[src/rtl/interrupt_controller.sv]
// rtl/interrupt_controller.sv - memory-mapped timer and external interrupt source
// Drives the core's 2-bit interrupt input: [0] machine timer compare, [1] external line.
module interrupt_controller #(
   parameter int          PRESC_W   = 16,
   parameter logic [63:0] CMP_RESET = 64'hFFFF_FFFF_FFFF_FFFF
) (
   input  logic        clk,
   input  logic        reset,
   input  logic        cs,
   input  logic        rd_en,
   input  logic        wr_en,
   input  logic [31:0] addr,
   input  logic [31:0] write_data,
   input  logic [3:0]  mask,
   input  logic        ext_irq,
   output logic [31:0] read_data,
   output logic [1:0]  interrupt
);

   localparam logic [2:0] A_MTIME_LO = 3'd0;
   localparam logic [2:0] A_MTIME_HI = 3'd1;
   localparam logic [2:0] A_CMP_LO   = 3'd2;
   localparam logic [2:0] A_CMP_HI   = 3'd3;
   localparam logic [2:0] A_IE       = 3'd4;
   localparam logic [2:0] A_IP       = 3'd5;
   localparam logic [2:0] A_PRESC    = 3'd6;
   localparam logic [PRESC_W-1:0] PC_ONE = PRESC_W'(1);

   logic [63:0]        mtime_q, mtime_d;
   logic [63:0]        cmp_q, cmp_d;
   logic [PRESC_W-1:0] pc_q, pc_d;
   logic [PRESC_W-1:0] presc_q, presc_d;
   logic [1:0]         ie_q, ie_d;
   logic               ext_ip_q, ext_ip_d;
   logic               s1_q, s2_q, s3_q;
   logic [1:0]         irq_q, irq_d;

   logic        wr;
   logic [2:0]  sel;
   logic        tick;
   logic        tmr_ip;
   logic        ext_set;
   logic        ext_clr;
   logic [31:0] reg_val;
   logic [31:0] byte_mask;
   logic [31:0] wval;
   logic        unused_addr;

   assign wr          = cs & wr_en;
   assign sel         = addr[4:2];
   assign unused_addr = ^{addr[31:5], addr[1:0]};
   assign tick        = (pc_q == presc_q);
   assign tmr_ip      = (mtime_q >= cmp_q);
   assign ext_set     = s2_q & ~s3_q;
   assign ext_clr     = wr & (sel == A_IP) & mask[0] & write_data[1];

   always_comb begin
      reg_val = 32'h0;
      case (sel)
         A_MTIME_LO: reg_val = mtime_q[31:0];
         A_MTIME_HI: reg_val = mtime_q[63:32];
         A_CMP_LO:   reg_val = cmp_q[31:0];
         A_CMP_HI:   reg_val = cmp_q[63:32];
         A_IE:       reg_val = {30'h0, ie_q};
         A_IP:       reg_val = {30'h0, ext_ip_q, tmr_ip};
         A_PRESC:    reg_val = 32'(presc_q);
         default:    reg_val = 32'h0;
      endcase
   end

   assign read_data = (cs & rd_en) ? reg_val : 32'h0;

   // Byte-enable merge of the store into the currently selected register.
   assign byte_mask = {{8{mask[3]}}, {8{mask[2]}}, {8{mask[1]}}, {8{mask[0]}}};
   assign wval      = (reg_val & ~byte_mask) | (write_data & byte_mask);

   always_comb begin
      mtime_d  = mtime_q;
      cmp_d    = cmp_q;
      ie_d     = ie_q;
      presc_d  = presc_q;
      pc_d     = tick ? '0 : pc_q + PC_ONE;
      ext_ip_d = ext_set | (ext_ip_q & ~ext_clr);
      irq_d    = {ext_ip_q & ie_q[1], tmr_ip & ie_q[0]};

      // A software write to either MTIME half suppresses that cycle's increment.
      if (wr && sel == A_MTIME_LO) begin
         mtime_d[31:0] = wval;
      end else if (wr && sel == A_MTIME_HI) begin
         mtime_d[63:32] = wval;
      end else if (tick) begin
         mtime_d = mtime_q + 64'd1;
      end

      if (wr) begin
         case (sel)
            A_CMP_LO: cmp_d[31:0]  = wval;
            A_CMP_HI: cmp_d[63:32] = wval;
            A_IE:     ie_d         = wval[1:0];
            A_PRESC: begin
               presc_d = wval[PRESC_W-1:0];
               pc_d    = '0;
            end
            default: ;
         endcase
      end
   end

   always_ff @(posedge clk) begin
      if (reset) begin
         mtime_q  <= 64'h0;
         cmp_q    <= CMP_RESET;
         pc_q     <= '0;
         presc_q  <= '0;
         ie_q     <= 2'b00;
         ext_ip_q <= 1'b0;
         s1_q     <= 1'b0;
         s2_q     <= 1'b0;
         s3_q     <= 1'b0;
         irq_q    <= 2'b00;
      end else begin
         mtime_q  <= mtime_d;
         cmp_q    <= cmp_d;
         pc_q     <= pc_d;
         presc_q  <= presc_d;
         ie_q     <= ie_d;
         ext_ip_q <= ext_ip_d;
         s1_q     <= ext_irq;
         s2_q     <= s1_q;
         s3_q     <= s2_q;
         irq_q    <= irq_d;
      end
   end

   assign interrupt = irq_q;

endmodule

[config.mk]
export PLATFORM = sky130hd
export DESIGN_NAME = interrupt_controller
export DESIGN_NICKNAME = d
export VERILOG_FILES = /design/src/rtl/interrupt_controller.sv
export SDC_FILE = /design/constraint.sdc
export NUM_CORES = 1
export LEC_CHECK = 0
export CORE_MARGIN = 8
export CORE_UTILIZATION = 50
export CTS_CLUSTER_DIAMETER = 60
export DETAILED_ROUTE_END_ITERATION = 10
export PLACE_DENSITY = 0.82
export SLEW_MARGIN = 30
export SYNTH_ARGS = -nofsm -noshare
export SYNTH_HDL_FRONTEND = slang
export SYNTH_SLANG_ARGS = --single-unit
[constraint.sdc]
create_clock -name clk -period 3.1 [get_ports clk]
set_input_delay 0.93 -clock clk [delete_from_list [all_inputs] [get_ports clk]]
set_output_delay 0.93 -clock clk [all_outputs]
set_load 0.1 [all_outputs]
Yosys cells after proc, flatten, opt, wreduce, memory -nomap -nowiden
Index checks and enable logic that the tools add are counted.

word-level totals
  memory bits (writable) = 0
  bits in latches = 0
  bits in registers = 168
  memories = 0
  input bits = 74
  logic and storage cells = 60
  output and inout port bits = 34
  memory bits (read-only) = 0

cells by class
  bitwise operators = 17
  mux-type cells = 9
  divide/modulo/power cells = 0
  equality and inequality tests = 8
  order comparisons = 1
  add/subtract/negate cells = 2
  shifts and indexed selects = 0
  reductions and logical operators = 11
  multiply operators = 0

operators by type and width
  kind                                                                   number
  32-bit case mux with 7 select lines                                    1
  32-bit 2-to-1 mux                                                      4
  64-bit by 1-bit adder with 64-bit output, second input constant        1
  32-bit AND                                                             2
  64-bit greater-or-equal comparator                                     1
  64-bit 2-to-1 mux                                                      1
  16-bit 2-to-1 mux                                                      3
  32-bit NOT                                                             1
  32-bit bitwise OR                                                      1
  16-bit by 1-bit adder with 16-bit output, second input constant        1
  16-bit equality test                                                   1
  2-bit AND reduction                                                    6
  1-bit AND                                                              9
  3-bit equality test, second input constant                             3
  3-bit by 2-bit equality test with 1-bit output, second input constant  2
  2-bit nonzero test                                                     2
  3-bit by 1-bit equality test with 1-bit output, second input constant  1
  3-bit logical NOT                                                      1
  1-bit NOT                                                              3
  1-bit logical AND                                                      2
  2-bit != test, second input constant                                   1
  1-bit bitwise OR                                                       1

Logic depth before layout (Yosys ltp)
  depth in word-level cells = 7
  gate-level depth with buffers = 10
  gate-level depth less buffers = 9

Worst setup path after synthesis
Ideal clock, no wire load.

  path type = input-to-output
  from = in addr[3]
  to = out read_data[15]
  slack = -1.165 ns
  path buffers = 3
  data required time = 2.170 ns
  data arrival time = 3.335 ns
  stages on the path = 7
  cells stage by stage = buf_2 nor2b_1 and2_1 clkbuf_1 buf_4 a22o_1 nor2b_1

between the ends
  word-level cells in the longest chain between the ends = 3
  elaborated cells between the ends (all ways) = 9
  those cells by class = 6 x eq/ne; 2 x mux; 1 x reduce/logical

RTL lines
  item                                               line  text
  from (decl)                                        12    input logic [31:0] addr,
  3-bit equality test, or another cell as far along  59    case (sel)
  32-bit case mux with 7 select lines (*)            59
  32-bit 2-to-1 mux (*)                              71    assign read_data = (cs & rd_en) ? reg_val : 32'h0;
  to (decl)                                          16    output logic [31:0] read_data,

Every way passes the cells marked *; elsewhere a longest branch is shown, timed or not.

Worst setup path in the final report
  from = reg cmp_q[49]
  to = out read_data[0]

between the ends
  word-level cells in the longest chain between the ends = 3

RTL lines
  item                                 line  text
  from (decl)                          30    logic [63:0] cmp_q, cmp_d;
  from (signal assigned)               123   cmp_q <= cmp_d;
  64-bit greater-or-equal comparator   53    assign tmr_ip = (mtime_q >= cmp_q);
  32-bit case mux with 7 select lines  59
  32-bit 2-to-1 mux                    71

Every way passes these cells.

==> impl_metrics.py <==
metrics = {
    "yosys": {
        "ys_async_sr_fraction": 0,
        "synth-edff-count": 0,
        "synthSimpleGateAreaFrac": 0.2223,
        "synth.most_common_cell": "nor2_1",
        "synth.area.top_cells": "dfxtp_1 (30%), ha_1 (7.3%), nor2_1 (5.9%), a21oi_1 (5.2%), a211o_1 (4.7%)",
        "syn-num-nets": 1556,
        "synth_top_area_frac": 0.2985,
        "synth_xor_area_frac": 0.02099,
        "synth_top_family_by_area": "compound AO/OA/AOI/OAI gates",
        "syn_inst": 1416,
        "netlist_top_cells_count": "nor2_1 (177), dfxtp_1 (168), a21oi_1 (118)",
        "ys_types": 79,
        "yosysTopAreaCell": "dfxtp_1",
        "synthAdderAreaFrac": 0.07330,
        "synth.cell_area_um2": 11270,
        "synth_area_per_cell_um2": 7.956,
        "ys_seq_elements": 168,
        "synth_ff_type": "dfxtp_1",
        "ys_seq_area_frac": 0.2985,
        "synth_compound_area_frac": 0.2454,
        "synthMuxAreaShare": 0.06941,
        "yosysWarnings": 0,
    },
    "clock_tree": {
        "cts.htree.levels": 4,
        "cts_sinks": 168,
        "max-clock-path-buffers": 2,
        "cts-root-buf": "clkbuf_16",
        "clkTransAtPathRegs_ps": 70,
        "clock_latency_ps": 450,
        "cts_tree": "done",
        "cts_buffers": 17,
    },
    "critical_path": {
        "critPathMaxStageDelay_ps": 480,
        "path_delay_family": "compound AO/OA/AOI/OAI gates",
        "startpoint_type": "register",
        "endpoint_kind": "output port",
        "critPathSlowestCell": "a2111oi_4",
        "required_ps": 2170,
        "crit_fanout": 3,
        "arrival_ps": 2910,
        "worst-path-buf-inv": 3,
        "crit_type": "reg -> out",
        "crit_chain": "inv_1, ha_1, a21o_1, nand3_1, a2111oi_4, nor3_4, buf_4, a21oi_2, o21ai_4, nor2_4, buf_12",
    },
    "timing": {
        "rsz0062_at_grt": "true",
        "tightest_slew_ps": 592.4,
        "slew_violations": 0,
        "fmax_ghz": 0.2605,
        "fin_crit_ps": 3838,
        "worst_clock_skew_ps": 11.09,
        "slew_headroom": 0.6038,
        "hold_ws_ps": 440.1,
        "setup_violations": 32,
        "fin_crit_sh": 1.238,
        "fin_ws_ps": -738.5,
        "hold_violations": 0,
    },
    "global_routing": {
        "grt_pass1_wl_mm": 69.02,
        "grt_use_total": 0.3072,
        "antenna_found_initial": 0,
        "grt_pass1_vias": 12920,
        "grt_start_max_net_pins": 56,
        "grt-ovfl-total": 0,
    },
    "final_layout": {
        "drive_above_1_share": 0.3027,
        "register_area_um2": 3377,
        "design_area_um2": 16260,
        "fin_cells": 1983,
        "antenna_cells": 0,
        "fill_cells": 1476,
        "nets": 1825,
        "area_delta_synth_final_pct": 44.37,
        "multi_input_area_um2": 7983,
    },
    "job": {
        "max_cap_violations": 0,
    },
    "placed_design": {
        "gp_congestion": 0.9866,
        "place_area_um2": 14690,
        "dpl_worst_slack_ps": -776.9,
        "dp.cells": 1916,
        "io_buffers": 78,
        "hpwl_mm": 29.62,
    },
    "floorplanning": {
        "die_w_um": 166.1,
        "initial_utilization": 0.5037,
        "die_y_um": 166.1,
        "coreArea_um2": 22370,
        "io_pins": 108,
        "die-area_um2": 27590,
        "rows": 55,
    },
    "run_status": {
        "violations": "setup timing",
        "run_status": "finished with violations",
    },
    "worst_hold_path": {
        "min_path_type": "reg -> reg",
    },
    "power": {
        "finalPower_mw": 5.806,
        "p_per_area_nw_per_um2": 357.0,
        "p_leak_nw": 7.217,
        "vdd_ir_drop_max_uv": 344.5,
    },
    "drt": {
        "drt-pass1-iter-count": 6,
        "vias": 13040,
        "routed_wire_length_per_instance_um": 22.51,
        "drc_errors": 0,
        "ant_nets": 0,
        "routed_via_density": 6.575,
        "routed_wl_mm": 44.63,
        "drt_iter0_drc": 1721,
    },
}
## cell usage in the layout (no fill, tap or decap), types with 12 or more instances in the layout
| master | netlist | final |
|---|---|---|
| buf_4 | 5 | 217 |
| nor2_1 | 177 | 162 |
| dfxtp_1 | 168 | 157 |
| a21oi_1 | 118 | 117 |
| nand2_1 | 117 | 111 |
| inv_1 | 92 | 87 |
| o21ai_0 | 76 | 73 |
| a211o_1 | 61 | 61 |
| ha_1 | 66 | 60 |
| buf_12 | 0 | 56 |
| nand3_1 | 40 | 40 |
| clkdlybuf4s50_1 | 0 | 40 |
| nor3_1 | 29 | 27 |
| nand4_1 | 25 | 25 |
| xor2_1 | 24 | 24 |
| a22o_1 | 32 | 20 |
| nor2b_4 | 0 | 19 |
| mux2_2 | 20 | 19 |
| mux2i_1 | 17 | 17 |
| clkbuf_16 | 0 | 17 |
| buf_6 | 4 | 17 |
| a211oi_1 | 16 | 16 |
| mux4_2 | 14 | 15 |
| nor2_4 | 0 | 14 |
| a31oi_1 | 14 | 14 |
| and3_1 | 14 | 14 |
| a221oi_4 | 0 | 13 |
| a22o_4 | 0 | 12 |
| nor4_1 | 15 | 12 |
## layout make-up
| cell class | instances | share of cell area |
|---|---|---|
| timing repair buffer | 343 | 0.2236 |
| sequential | 168 | 0.2076 |
| tap | 285 | 0.02192 |
| clock buffer | 17 | 0.02616 |
| inverter | 92 | 0.02123 |
| multi-input combinational | 1063 | 0.4908 |
| clock inverter | 15 | 0.008616 |
## kinds of logic (layout without fill, tap and decap cells)
logic type | count (synthesis) | count (layout)
simple gates | 502 | 503
xor+xnor | 27 | 27
mux | 54 | 54
flops | 168 | 168
fa+ha+maj | 66 | 66
buf+inv | 186 | 467
compound gates | 413 | 413
## final timing paths
path / start / end / slack, ps / depth (start not counted)
max: cmp_q[49] / read_data[0] / -740 / 11
min: s1_q / s2_q / 440 / 1
min reg2reg: s1_q / s2_q / 440 / 1
max reg2reg: cmp_q[49] / cmp_q[0] / 270 / 12
## per-layer routing
| layer | routed length, um | up-vias | part of all wire | track usage |
|---|---|---|---|---|
| li1 | - | 5705 | - | - |
| met3 | 5001 | 296 | 0.11 | 0.07654 |
| met4 | 3407 | 0 | 0.076 | 0.2024 |
| met5 | 0 | - | 0 | 0 |
| met2 | 20420 | 1020 | 0.46 | 0.5115 |
| met1 | 15800 | 6018 | 0.35 | 0.3458 |
## repair_timing
item	CTS	global route
pin swaps	51	39
hold buffers	0	0
setup endpoints to repair	32	32
gates cloned	11	0
setup buffers	21	15
gates resized for setup	94	38
## stage by stage
stage / setup TNS [ps] / util
6_report: -5426 / 0.7272
3_5_place_dp: -39940 / 0.6570
5_1_grt: -6339 / 0.7272
2_1_floorplan: -1049 / -
3_3_place_gp: -33950 / 0.6570
4_1_cts: -5506 / 0.7170
## sequential cells by signal, summed over array words and instances, names as in the netlist
name / flops
presc_q: 16
s2_q: 1
mtime_q: 64
s1_q: 1
ext_ip_q: 1
interrupt: 2
cmp_q: 64
pc_q: 16
s3_q: 1
ie_q: 2
## report_power, final
group          switching, mW  internal, mW  total, mW
clock network           1.05          1.06       2.11
registers             0.0379          2.21       2.25
logic                  0.833         0.619       1.45
total                   1.92          3.89       5.81
Note: power is estimated with default switching activity, not from simulation.
